==> config.mk <==
export PLATFORM = sky130hd
export DESIGN_NAME = mi_phy_rr_arbiter
export DESIGN_NICKNAME = d
export VERILOG_FILES = /design/src/rtl/mi_phy_rr_arbiter.sv
export SDC_FILE = /design/constraint.sdc
export NUM_CORES = 1
export LEC_CHECK = 0
export ABC_AREA = 1
export BUFFER_PORTS_ARGS = -buffer_cell sky130_fd_sc_hd__buf_2
export CAP_MARGIN = 0
export CORE_AREA = 2 2 165 167
export DETAILED_ROUTE_END_ITERATION = 7
export DIE_AREA = 0 0 167 169
export PLACE_DENSITY_LB_ADDON = 0.15
export SLEW_MARGIN = 20
export SYNTH_ARGS = -nofsm -noshare
export SYNTH_HDL_FRONTEND = slang
export SYNTH_SLANG_ARGS = --single-unit
==> constraint.sdc <==
create_clock -name CLK -period 3.25 [get_ports CLK]
set_clock_uncertainty 0.15 [all_clocks]
set_input_delay 0.325 -clock CLK [delete_from_list [all_inputs] [get_ports CLK]]
set_output_delay 0.325 -clock CLK [all_outputs]
set_load 0.1 [all_outputs]
==> src/rtl/mi_phy_rr_arbiter.sv <==
// Round-robin arbiter sharing one MI slave bus between PORTS masters, with an ordered read-ID queue.
// Define MI_ARB_TIMEOUT_EN to build the read watchdog; otherwise TIMEOUT_ERR is tied to 0.
module mi_phy_rr_arbiter #(
  parameter int PORTS           = 4,
  parameter int DATA_WIDTH      = 32,
  parameter int ADDR_WIDTH      = 32,
  parameter int MAX_OUTSTANDING = 8,
  parameter int TIMEOUT         = 1024
) (
  input  logic                           CLK,
  input  logic                           RESET_N,
  input  logic [PORTS*DATA_WIDTH-1:0]    M_DWR,
  input  logic [PORTS*ADDR_WIDTH-1:0]    M_ADDR,
  input  logic [PORTS*DATA_WIDTH/8-1:0]  M_BE,
  input  logic [PORTS-1:0]               M_RD,
  input  logic [PORTS-1:0]               M_WR,
  output logic [PORTS-1:0]               M_ARDY,
  output logic [DATA_WIDTH-1:0]          M_DRD,
  output logic [PORTS-1:0]               M_DRDY,
  output logic [DATA_WIDTH-1:0]          S_DWR,
  output logic [ADDR_WIDTH-1:0]          S_ADDR,
  output logic [DATA_WIDTH/8-1:0]        S_BE,
  output logic                           S_RD,
  output logic                           S_WR,
  input  logic                           S_ARDY,
  input  logic [DATA_WIDTH-1:0]          S_DRD,
  input  logic                           S_DRDY,
  output logic                           UNEXP_ERR,
  output logic                           TIMEOUT_ERR
);

  localparam int BE_WIDTH = DATA_WIDTH / 8;
  localparam int IDW      = $clog2(PORTS);
  localparam int QAW      = $clog2(MAX_OUTSTANDING);
  localparam int CNTW     = QAW + 1;
  localparam logic [IDW:0]   PORTS_W   = (IDW+1)'(PORTS);
  localparam logic [IDW-1:0] LAST_PORT = IDW'(PORTS - 1);
  localparam logic [CNTW-1:0] Q_DEPTH  = CNTW'(MAX_OUTSTANDING);

  typedef enum logic [0:0] {
    ST_IDLE = 1'b0,
    ST_BUSY = 1'b1
  } state_e;

  state_e          state_q;
  logic [IDW-1:0]  grant_q;
  logic [IDW-1:0]  ptr_q;
  logic [IDW-1:0]  id_mem_q [MAX_OUTSTANDING];
  logic [QAW-1:0]  wr_ptr_q;
  logic [QAW-1:0]  rd_ptr_q;
  logic [CNTW-1:0] count_q;
  logic [CNTW-1:0] count_d;
  logic            unexp_err_q;
  logic            timeout_err_q;

  logic [DATA_WIDTH-1:0] dwr_a  [PORTS];
  logic [ADDR_WIDTH-1:0] addr_a [PORTS];
  logic [BE_WIDTH-1:0]   be_a   [PORTS];

  logic [PORTS-1:0] req_s;
  logic [PORTS-1:0] grant_mask_s;
  logic [IDW-1:0]   nxt_ptr_s;
  logic [IDW:0]     idle_pick_s;
  logic [IDW:0]     rearb_pick_s;
  logic             busy_s;
  logic             q_full_s;
  logic             q_empty_s;
  logic             s_rd_s;
  logic             s_wr_s;
  logic             accept_s;
  logic             push_s;
  logic             drdy_pop_s;
  logic             expire_s;
  logic             pop_s;
  logic [IDW-1:0]   head_s;

  // First requesting port at or after start, with wrap-around; returns {found, index}.
  function automatic logic [IDW:0] rr_pick(input logic [PORTS-1:0] req, input logic [IDW-1:0] start);
    logic [PORTS-1:0] rot;
    logic [IDW:0]     sum;
    logic [IDW:0]     res;
    rot = PORTS'({req, req} >> start);
    sum = '0;
    res = '0;
    for (int k = PORTS - 1; k >= 0; k--) begin
      if (rot[k]) begin
        sum = {1'b0, start} + (IDW+1)'(k);
        if (sum >= PORTS_W) begin
          sum = sum - PORTS_W;
        end else begin
          sum = sum;
        end
        res = {1'b1, sum[IDW-1:0]};
      end else begin
        res = res;
      end
    end
    return res;
  endfunction

  for (genvar i = 0; i < PORTS; i++) begin : g_unpack
    assign dwr_a[i]  = M_DWR[i*DATA_WIDTH +: DATA_WIDTH];
    assign addr_a[i] = M_ADDR[i*ADDR_WIDTH +: ADDR_WIDTH];
    assign be_a[i]   = M_BE[i*BE_WIDTH +: BE_WIDTH];
  end

  assign req_s        = M_RD | M_WR;
  assign busy_s       = (state_q == ST_BUSY);
  assign q_full_s     = (count_q == Q_DEPTH);
  assign q_empty_s    = (count_q == '0);
  assign s_rd_s       = busy_s & M_RD[grant_q] & ~q_full_s;
  assign s_wr_s       = busy_s & M_WR[grant_q];
  assign accept_s     = S_ARDY & (s_rd_s | s_wr_s);
  assign push_s       = accept_s & s_rd_s;
  assign head_s       = id_mem_q[rd_ptr_q];
  assign drdy_pop_s   = S_DRDY & ~q_empty_s;
  assign pop_s        = drdy_pop_s | expire_s;
  assign grant_mask_s = {{(PORTS-1){1'b0}}, 1'b1} << grant_q;
  assign nxt_ptr_s    = (grant_q == LAST_PORT) ? '0 : grant_q + 1'b1;
  assign idle_pick_s  = rr_pick(req_s, ptr_q);
  assign rearb_pick_s = rr_pick(req_s & ~grant_mask_s, nxt_ptr_s);

  assign S_RD        = s_rd_s;
  assign S_WR        = s_wr_s;
  assign UNEXP_ERR   = unexp_err_q;
  assign TIMEOUT_ERR = timeout_err_q;

  // Slave request mux and per-master accept/return routing.
  always_comb begin
    S_DWR  = '0;
    S_ADDR = '0;
    S_BE   = '0;
    M_ARDY = '0;
    M_DRDY = '0;
    M_DRD  = '0;
    if (busy_s) begin
      S_DWR  = dwr_a[grant_q];
      S_ADDR = addr_a[grant_q];
      S_BE   = be_a[grant_q];
    end else begin
      S_DWR  = '0;
    end
    if (accept_s) begin
      M_ARDY[grant_q] = 1'b1;
    end else begin
      M_ARDY = '0;
    end
    if (drdy_pop_s) begin
      M_DRDY[head_s] = 1'b1;
      M_DRD          = S_DRD;
    end else if (expire_s) begin
      M_DRDY[head_s] = 1'b1;
      M_DRD          = '1;
    end else begin
      M_DRD = '0;
    end
  end

  // Grant FSM: a stalled read keeps its grant; re-arbitration on accept skips the port just served.
  always_ff @(posedge CLK or negedge RESET_N) begin
    if (!RESET_N) begin
      state_q <= ST_IDLE;
      grant_q <= '0;
      ptr_q   <= '0;
    end else begin
      case (state_q)
        ST_IDLE: begin
          if (idle_pick_s[IDW]) begin
            state_q <= ST_BUSY;
            grant_q <= idle_pick_s[IDW-1:0];
          end
        end
        ST_BUSY: begin
          if (accept_s) begin
            ptr_q <= nxt_ptr_s;
            if (rearb_pick_s[IDW]) begin
              grant_q <= rearb_pick_s[IDW-1:0];
            end else begin
              state_q <= ST_IDLE;
            end
          end else if (!req_s[grant_q]) begin
            state_q <= ST_IDLE;
          end
        end
        default: state_q <= ST_IDLE;
      endcase
    end
  end

  // Queue occupancy next-state.
  always_comb begin
    count_d = count_q;
    case ({push_s, pop_s})
      2'b10:   count_d = count_q + 1'b1;
      2'b01:   count_d = count_q - 1'b1;
      default: count_d = count_q;
    endcase
  end

  // Read ID storage; entries beyond the pointers are don't-care so no reset is needed.
  always_ff @(posedge CLK) begin
    if (push_s) begin
      id_mem_q[wr_ptr_q] <= grant_q;
    end
  end

  // Queue pointers, occupancy and registered error pulses.
  always_ff @(posedge CLK or negedge RESET_N) begin
    if (!RESET_N) begin
      wr_ptr_q      <= '0;
      rd_ptr_q      <= '0;
      count_q       <= '0;
      unexp_err_q   <= 1'b0;
      timeout_err_q <= 1'b0;
    end else begin
      if (push_s) wr_ptr_q <= wr_ptr_q + 1'b1;
      if (pop_s)  rd_ptr_q <= rd_ptr_q + 1'b1;
      count_q       <= count_d;
      unexp_err_q   <= S_DRDY & q_empty_s;
      timeout_err_q <= expire_s;
    end
  end

`ifdef MI_ARB_TIMEOUT_EN
  localparam int WDW = $clog2(TIMEOUT + 1);
  logic [WDW-1:0] wd_q;
  logic [WDW-1:0] wd_d;

  // Expiry on the TIMEOUT-th unanswered cycle; a real S_DRDY in that cycle wins.
  assign expire_s = ~S_DRDY & ~q_empty_s & (wd_q == WDW'(TIMEOUT - 1));

  // Watchdog next-state: counts waiting cycles of the current head.
  always_comb begin
    wd_d = wd_q;
    if (q_empty_s || S_DRDY || pop_s) begin
      wd_d = '0;
    end else begin
      wd_d = wd_q + 1'b1;
    end
  end

  // Watchdog register.
  always_ff @(posedge CLK or negedge RESET_N) begin
    if (!RESET_N) begin
      wd_q <= '0;
    end else begin
      wd_q <= wd_d;
    end
  end
`else
  localparam int unused_timeout_p = TIMEOUT;
  assign expire_s = 1'b0;
`endif

endmodule

## After elaboration in Yosys (flattened, before gate mapping)

Memory sizes are Yosys's and may differ from the RTL's.
Cells that the tools add are included.

| cells by class | value |
|---|---|
| $add $sub $neg | 19 |
| muxes and demuxes | 54 |
| magnitude comparators | 13 |
| shifts and indexed selects | 3 |
| bitwise logic cells | 15 |
| reduce and logical (&&, ||, !) cells | 6 |
| equality and inequality tests | 7 |

Operators by type and width:

| kind | number |
|---|---|
| two-way mux 32 bit | 7 |
| binary-select mux 32 bit (select 2 bit) | 2 |
| two-way mux 2 bit | 12 |
| two-way mux 3 bit | 8 |
| >= comparator 3 bit, second input constant | 7 |
| two-way mux 4 bit | 5 |
| right shift 8 x 2 -> 4 bit | 2 |
| subtractor 2 x 1 -> 2 bit, second input constant | 8 |
| adder 2 x 2 -> 3 bit, second input constant | 4 |
| two-way mux 1 bit | 11 |
| binary-select mux 4 bit (select 2 bit) | 1 |
| one-hot mux 4 bit (2 select lines) | 1 |
| bitwise AND 1 bit | 7 |
| adder 2 x 1 -> 3 bit, second input constant | 2 |
| adder 3 x 1 -> 3 bit, second input constant | 2 |
| binary-select mux 1 bit (select 2 bit) | 3 |
| >= comparator 2 x 3 -> 1 bit, second input constant | 2 |
| < comparator 2 x 3 -> 1 bit, second input constant | 2 |
| adder 4 x 1 -> 4 bit, second input constant | 1 |
| bitwise AND 4 bit | 1 |
| demux 1 bit (select 2 bit) | 2 |
| == test 2 bit, second input constant | 2 |
| == test 4 bit, second input constant | 1 |
| >= comparator 2 x 1 -> 1 bit, second input constant | 2 |
| other kinds (18) | 22 |

| storage, ports and cells | value |
|---|---|
| output and inout bits | 112 |
| word-level logic and storage cells | 125 |
| memories kept | 1 |
| input port bits | 316 |
| bits in writable memories | 16 |
| register bits | 16 |

Memories:

| memory | words | bits a word | rd ports | clocked after Yosys merged registers in | write ports | line | source |
|---|---|---|---|---|---|---|---|
| id_mem_q | 8 | 2 | 1 | 0 | 1 | 48 | `logic [IDW-1:0] id_mem_q [MAX_OUTSTANDING];` |

## Depth between registers and ports, before layout

Gate-level depths: netlist of run 1.

| logic depth | value |
|---|---|
| depth in word-level cells | 12 |
| mapped depth | 17 |
| depth with buffers taken out | 14 |

## Worst setup path before layout of run 1

No wires, ideal clock.

| timing | value |
|---|---|
| path type | reg2out |
| from | reg grant_q[0] |
| to | out S_ADDR[1] |
| required time | 2.775 ns |
| slack | 0.031 ns |
| path buffers | 3 |
| stages on the path, launching flop included | 8 |
| arrival time | 2.744 ns |
| cell sequence | dfrtp_1 -> buf_6 -> buf_4 -> buf_2 -> nor2_1 -> nor2_1 -> o21ai_0 -> a21oi_1 |

| between the ends | value |
|---|---|
| longest elaborated chain between the ends | 5 |

RTL lines:

| element | line | source |
|---|---|---|
| start, declared | 46 | `logic [IDW-1:0] grant_q;` |
| start signal, assigned | 170 | `grant_q <= idle_pick_s[IDW-1:0];` |
| start signal, assigned | 177 | `grant_q <= rearb_pick_s[IDW-1:0];` |
| inverter 2 -> 3 bit (not written as such) | 138 | `S_ADDR = addr_a[grant_q];` |
| binary-select mux 32 bit (select 2 bit) | 138 |  |
| two-way mux 32 bit (not written as such) (2 in series) | 138 |  |
| two-way mux 32 bit | 136 | `if (busy_s) begin` |
| end, declared | 21 | `output logic [ADDR_WIDTH-1:0] S_ADDR,` |

No other way between the ends. The select of a mux whose other input is x is not followed.

## Worst setup path in the final report of run 1

| timing | value |
|---|---|
| from | reg grant_q[0] |
| to | out S_ADDR[12] |

The elaborated chain is that of the path after synthesis.

==> flow_summary.toml, run 1 <==
[status]
status = "finished, final reports clean"

[run]
cap_violations = 0

[placement]
detailed_place_hpwl_um = 19700
dpl_cell_area_um2 = 7200
portBuffers = 426
gp_congestion = 0.936

[timing]
drv_slew = 0
max_freq_mhz = 346
setup_viol = 0
min_period_over_period = 0.889
slew_headroom = 0.380
min_period_ps = 2890
rsz0062_at_grt = "no"
tns_ps = 0
worst_slew_pin_slew_ps = 930
final_hold_viol_count = 0

[critical_path]
crit_path_start = "grant_q[0]"
crit_required_ps = 2770
setup.worst_path.end = "S_ADDR[12]"
crit-reg2reg-launch = "grant_q[1]"
critPathSlowestCell = "dfrtp_4"
path_class = "reg -> out"
max_stage_delay_ps = 590
crit_path_end_kind = "output pin"
r2r_slack_ps = 710
worstPathArrival_ps = 2420
worst-r2r-cell-count = 10
critPathLaunchType = "register"
r2r_end = "count_q[2]"
cp_cell_sequence = "clkinv_2 > buf_4 > o21ai_0 > a21oi_1 > buf_2"
path_max_fanout = 74

[finish]
fillers = 3090
finish.instance_area_um2 = 7370
final_common_cell = "buf_2"
regArea_um2 = 886
drive_above_1_share = 0.357
nets = 1606
mostFrequentLayoutCells = "buf_2, nor2_1, o21ai_0, nand2_1, a21oi_1"
multi_input_area_um2 = 3280
area_growth_pct = 56.8

[clocking]
cts.sinks = 32
clockBufferDepth = 2
clk_pin_slew_ps = 50
clk_latency_ps = 280
cts-root-buf = "clkbuf_16"
cts-resized-gates = 0
cts_setup_buffers = 0
ctsHoldBuffers = 1
h-tree-depth = 2
cts_tree = "built"
cts_buffers = 5

[synthesis]
syn-cell-area_um2 = 4700
synth-seq-cells = 32
synth-edff-count = 16
synth_largest_area_cell = "nor2_1"
synth.distinct_cells = 32
yosys_warnings = 0
ys_top_cells_by_area = "nor2_1, o21ai_0, edfxtp_1"
async_reset_ff_frac = 0.500
synth_ff_type = "edfxtp_1"
synthCells = 897
synth_nets = 1222
synth.avg_cell_area_um2 = 5.24
seq_area_frac_synth = 0.188
synth_top_area_frac = 0.280

[floorplan]
num_io_pins = 428
dieArea_um2 = 28200
fp.dieH_um = 169
die_w_um = 167
std_cell_rows = 60
core_area_um2 = 26500
start_util = 0.177

[global_route]
grt_pass1_wl_um = 36800
grt_overflow_total = 0
grt.total_usage = 0.163
grt_max_degree = 84
antenna_found_initial = 12
grt_pass1_vias = 6660

[route]
wl_per_cell_um = 15.2
first_pass_iters = 5
route.detailed.drc = 0
drt_iter0_drc = 389
vias_per_cell = 4.29
wirelength_um = 24700
dr_total_vias = 6979
ant_nets = 0

[min_path]
hold_class = "in -> reg"
## routing by layer
| metal | routed length, µm | track usage |
|---|---|---|
| met1 | 9750 | 0.187 |
| met2 | 12200 | 0.295 |
| met3 | 2080 | 0.0461 |
| met4 | 620 | 0.0450 |
| met5 | 69 | 0 |
## critical path, delay by kind of cell (launching register included)
kind                   cells  cell delay, ps
DFF                        1             590
buffers and inverters      3            1140
AOI/OAI and AO/OA          2             380
## cell families after synthesis
family / Yosys count / share of synthesized area
DFF: 32 / 0.188
buffers and inverters: 133 / 0.115
adders and majority gates: 9 / 0.0240
and+or+nand+nor: 470 / 0.389
xor gates and xnor gates: 10 / 0.0186
other: 1 / 0.000798
AOI/OAI and AO/OA: 242 / 0.265
## cell type report
| cell class | instances | area share |
|---|---|---|
| clock inverter | 2 | 0.00136 |
| sequential | 32 | 0.120 |
| tap | 341 | 0.0579 |
| multi-input combinational | 732 | 0.445 |
| antenna | 4 | 0.00136 |
| clock buffer | 6 | 0.0189 |
| inverter | 73 | 0.0374 |
| timing repair buffer | 437 | 0.318 |
## registers in the layout, summed over array words and instances (netlist names)
signal     cells
busy_s         1
ptr_q          2
wr_ptr_q       3
grant_q        2
UNEXP_ERR      1
id_mem_q      16
count_q        4
rd_ptr_q       3
## cell usage after synthesis (6+ instances only)
cell      number
a21oi_1       77
buf_1         14
buf_2         18
clkbuf_1      24
dfrtp_1       16
edfxtp_1      16
ha_1           9
inv_1         68
nand2_1       92
nand3_1       21
nor2_1       350
o21ai_0      154
xor2_1         6
## per-stage QoR
step	setup WS (ps)	instances	hold WS [ps]	util
floorplan	30.8	897	-121	-
global placement	694	1614	135	0.272
detailed placement	674	1614	136	0.272
CTS	366	1623	129	0.278
global route	178	1625	141	0.278
finish	360	1627	135	0.278
## how the worst min path moves through the flow
stage | depth (start not counted) | endpoint | startpoint | slack [ps]
6_report | 3 | UNEXP_ERR | S_DRDY | 130
5_1_grt | 3 | UNEXP_ERR | S_DRDY | 140
4_1_cts | 3 | UNEXP_ERR | S_DRDY | 130
3_5_place_dp | 1 | UNEXP_ERR | RESET_N | 140
3_3_place_gp | 1 | count_q[2] | RESET_N | 140
2_1_floorplan | 0 | UNEXP_ERR | RESET_N | -120
Power of run 1 is not shown: default switching activity piles up to over one toggle a cycle in this logic, so the estimate is an artifact.
==> run 2, diff against run 1 <==
- MAX_ROUTING_LAYER: unset -> met4
==> flow_summary.toml, run 2 (synthesis results as in run 1) <==
[placement]
gp_congestion = 0.953
placed_cells = 1614
portBuffers = 426
detailed_place_hpwl_um = 19700
dp_slack_ps = 674

[min_path]
hold_class = "in -> reg"
whs_path_depth = 3

[finish]
largest_reg_flops = 16
nets = 1606
mostFrequentLayoutCells = "buf_2, nor2_1, o21ai_0, nand2_1, a21oi_1"
regArea_um2 = 886
fin_cells = 1634
regMostFlops = "id_mem_q"
fillers = 3088
final_common_cell = "buf_2"
finish.utilization = 0.279
multi_input_area_um2 = 3280
drive_above_1_share = 0.357
area_growth_pct = 57.2
largestRegisters = "id_mem_q (16), count_q (4)"

[critical_path]
cp.depth = 5
path_class = "reg -> out"
path_max_fanout = 74
critPathLaunchType = "register"
max_stage_delay_ps = 590
crit_path_end_kind = "output pin"
path_buf_inv = 3
critPathTopFamily = "buffers and inverters"
worstPathArrival_ps = 2430
crit_required_ps = 2770
cp_cell_sequence = "clkinv_2 > buf_4 > o21ai_0 > a21oi_1 > buf_2"
critPathSlowestCell = "dfrtp_4"
worst-r2r-cell-count = 10

[timing]
min_period_over_period = 0.892
worst_slew_pin_slew_ps = 919
fin_ws_ps = 350
min_period_ps = 2900
tns_ps = 0
max_freq_mhz = 345
drv_slew = 0
slew_headroom = 0.387
final_hold_viol_count = 0
setup_viol = 0
rsz0062_at_grt = "no"

[global_route]
grt_pass1_vias = 6661
antenna_found_initial = 12
grt_pass1_wl_um = 36800
grt_max_degree = 84
grt.total_usage = 0.168
grt_overflow_total = 0

[clocking]
clk_latency_ps = 270
cts_tree = "built"
h-tree-depth = 2
cts.sinks = 32
ctsHoldBuffers = 1
cts_buffers = 5
clk_pin_slew_ps = 50
cts_setup_buffers = 0
clockBufferDepth = 2
cts-resized-gates = 0
cts-root-buf = "clkbuf_16"

[route]
drt_iter0_drc = 358
first_pass_iters = 5
route.detailed.drc = 0
wirelength_um = 24800
ant_nets = 0
vias_per_cell = 4.26
wl_per_cell_um = 15.1
dr_total_vias = 6962

[floorplan]
num_io_pins = 428
core_area_um2 = 26500
dieArea_um2 = 28200
die_w_um = 167
std_cell_rows = 60
fp.dieH_um = 169
start_util = 0.177

[run]
cap_violations = 0

[status]
status = "finished, final reports clean"
run 2: layer usage:
layer,up-vias,global-route usage,part of all wire
li1,3644,-,-
met1,2994,0.192,0.41
met2,290,0.295,0.49
met3,34,0.0409,0.078
met4,0,0.0461,0.024
met5,-,-,0
run 2: worst paths after layout:
check	slack [ps]	startpoint	to
worst max-delay path	350	grant_q[0]	S_ADDR[12]
worst min-delay path	130	S_DRDY	UNEXP_ERR
worst max register to register	710	grant_q[1]	count_q[2]
worst min register to register	380	count_q[0]	count_q[0]
max in group asynchronous	2270	RESET_N	grant_q[0]
min in group asynchronous	360	RESET_N	ptr_q[0]
run 2: metrics by stage:
step                      hold slack (ps)  instance area [µm²]
after floorplan                      -121                 4700
after global placement                135                 7200
after detailed placement              136                 7200
after CTS                             129                 7360
after global routing                  141                 7380
final                                 135                 7380
run 2: area by class of cell:
cell class | count | area share
multi-input combinational | 732 | 0.444
tap | 341 | 0.0578
clock inverter | 2 | 0.00136
inverter | 73 | 0.0373
timing repair buffer | 437 | 0.318
clock buffer | 6 | 0.0188
antenna | 11 | 0.00373
sequential | 32 | 0.120
run 2: tightest hold or removal path, delay by kind of cell:
kind / cells / cell delay [ps]
buffers and inverters: 2 / 160
AND/OR/NAND/NOR: 1 / 40
Power of run 2 is left out for the same reason.
==> run 3, diff against run 2 <==
- HOLD_SLACK_MARGIN: unset -> 0.15
- RECOVER_POWER: unset -> 100
==> flow_summary.toml, run 3 (synthesis results as in run 1) <==
[clocking]
cts-resized-gates = 0
ctsHoldBuffers = 2
clockBufferDepth = 2
cts_tree = "built"
cts-root-buf = "clkbuf_16"
cts_setup_buffers = 0
clk_pin_slew_ps = 50
cts_buffers = 5
clk_latency_ps = 270
h-tree-depth = 2
cts.sinks = 32

[min_path]
hold_class = "in -> reg"
min-delay-start = "S_ARDY"
whs_path_depth = 4
hold_path_end = "wr_ptr_q[0]"

[timing]
drv_slew = 0
fin_ws_ps = 238
slew_headroom = 0.219
max_freq_mhz = 332
worst_slew_pin_slew_ps = 1180
tns_ps = 0
setup_viol = 0
final_hold_viol_count = 0
min_period_ps = 3010
min_period_over_period = 0.927
rsz0062_at_grt = "no"

[critical_path]
r2r_end = "grant_q[0]"
crit_path_end_kind = "output pin"
r2r_slack_ps = 540
critPathTopFamily = "buffers and inverters"
path_max_fanout = 74
path_class = "reg -> out"
crit_required_ps = 2770
max_stage_delay_ps = 590
critPathLaunchType = "register"
crit-reg2reg-launch = "grant_q[1]"
critPathSlowestCell = "clkbuf_4"
path_buf_inv = 3
worst-r2r-cell-count = 11
worstPathArrival_ps = 2540
cp_cell_sequence = "clkinv_2 > clkbuf_4 > o21ai_0 > a21oi_1 > clkbuf_2"

[finish]
nets = 1607
finish.utilization = 0.275
regMostFlops = "id_mem_q"
largest_reg_flops = 16
regArea_um2 = 886
drive_above_1_share = 0.326
multi_input_area_um2 = 3260
fin_cells = 1635
largestRegisters = "id_mem_q (16), count_q (4)"
area_growth_pct = 55.2
fillers = 3121
final_common_cell = "nor2_1"
mostFrequentLayoutCells = "nor2_1, buf_2, o21ai_0, nand2_1, a21oi_1"

[global_route]
grt_pass1_vias = 6667
grt_pass1_wl_um = 36800
antenna_found_initial = 12
grt.total_usage = 0.168
grt_max_degree = 84
grt_overflow_total = 0

[run]
cap_violations = 0

[floorplan]
num_io_pins = 428
start_util = 0.177
std_cell_rows = 60
dieArea_um2 = 28200
core_area_um2 = 26500
die_w_um = 167
fp.dieH_um = 169

[route]
wirelength_um = 24800
wl_per_cell_um = 15.2
ant_nets = 0
first_pass_iters = 5
dr_total_vias = 6967
route.detailed.drc = 0
drt_iter0_drc = 328
vias_per_cell = 4.26

[placement]
placed_cells = 1614
detailed_place_hpwl_um = 19700
gp_congestion = 0.953
dp_slack_ps = 674
portBuffers = 426

[status]
status = "finished, final reports clean"
## run 3: cell count changes in the layout (fill, tap and decap cells not counted), moves of 3 or more
cell,delta
buf_4,-3
clkbuf_4,+5
clkbuf_1,+36
buf_12,-3
buf_2,-103
clkbuf_2,+68
## run 3: worst register-to-register path, cell delays in order, from the launching register on
cell and delay [ps]:
dfrtp_2 420, buf_12 240, ha_1 260, nor2_1 440
inv_1 230, nand2_1 140, nand2_1 90, nor2_1 110
nand2_1 110, a21oi_4 210, and2_1 160, a21oi_2 30
## run 3: routing by layer
metal | wire (µm) | vias up | GRT usage
li1 | - | 3647 | -
met1 | 10100 | 2987 | 0.192
met2 | 12200 | 297 | 0.295
met3 | 1940 | 36 | 0.0404
met4 | 605 | 0 | 0.0461
met5 | 0 | - | -
## run 3: final cells by class
| type | instances | share of cell area |
|---|---|---|
| Clock buffer | 6 | 0.0191 |
| Timing Repair Buffer | 438 | 0.311 |
| Multi-Input combinational cell | 732 | 0.447 |
| Tap cell | 341 | 0.0585 |
| Inverter | 73 | 0.0378 |
| Antenna cell | 11 | 0.00378 |
| Sequential cell | 32 | 0.122 |
| Clock inverter | 2 | 0.00137 |
## run 3: how the worst max path moves through the flow
stage / start / to / slack, ps / depth (start not counted)
after floorplan: grant_q[0] / S_ADDR[1] / 30 / 7
after global placement: grant_q[0] / S_ADDR[23] / 690 / 5
after detailed placement: grant_q[0] / S_ADDR[12] / 670 / 5
after CTS: grant_q[0] / S_ADDR[12] / 370 / 5
after global routing: grant_q[1] / M_ARDY[3] / 90 / 8
final: grant_q[0] / S_ADDR[12] / 240 / 5
## run 3: per-stage QoR
| step | area (µm²) | hold slack (ps) |
|---|---|---|
| 4_1_cts | 7370 | 324 |
| 3_5_place_dp | 7200 | 136 |
| 3_3_place_gp | 7200 | 135 |
| 6_report | 7290 | 378 |
| 2_1_floorplan | 4700 | -121 |
| 5_1_grt | 7290 | 408 |
Power of run 3 is left out for the same reason.
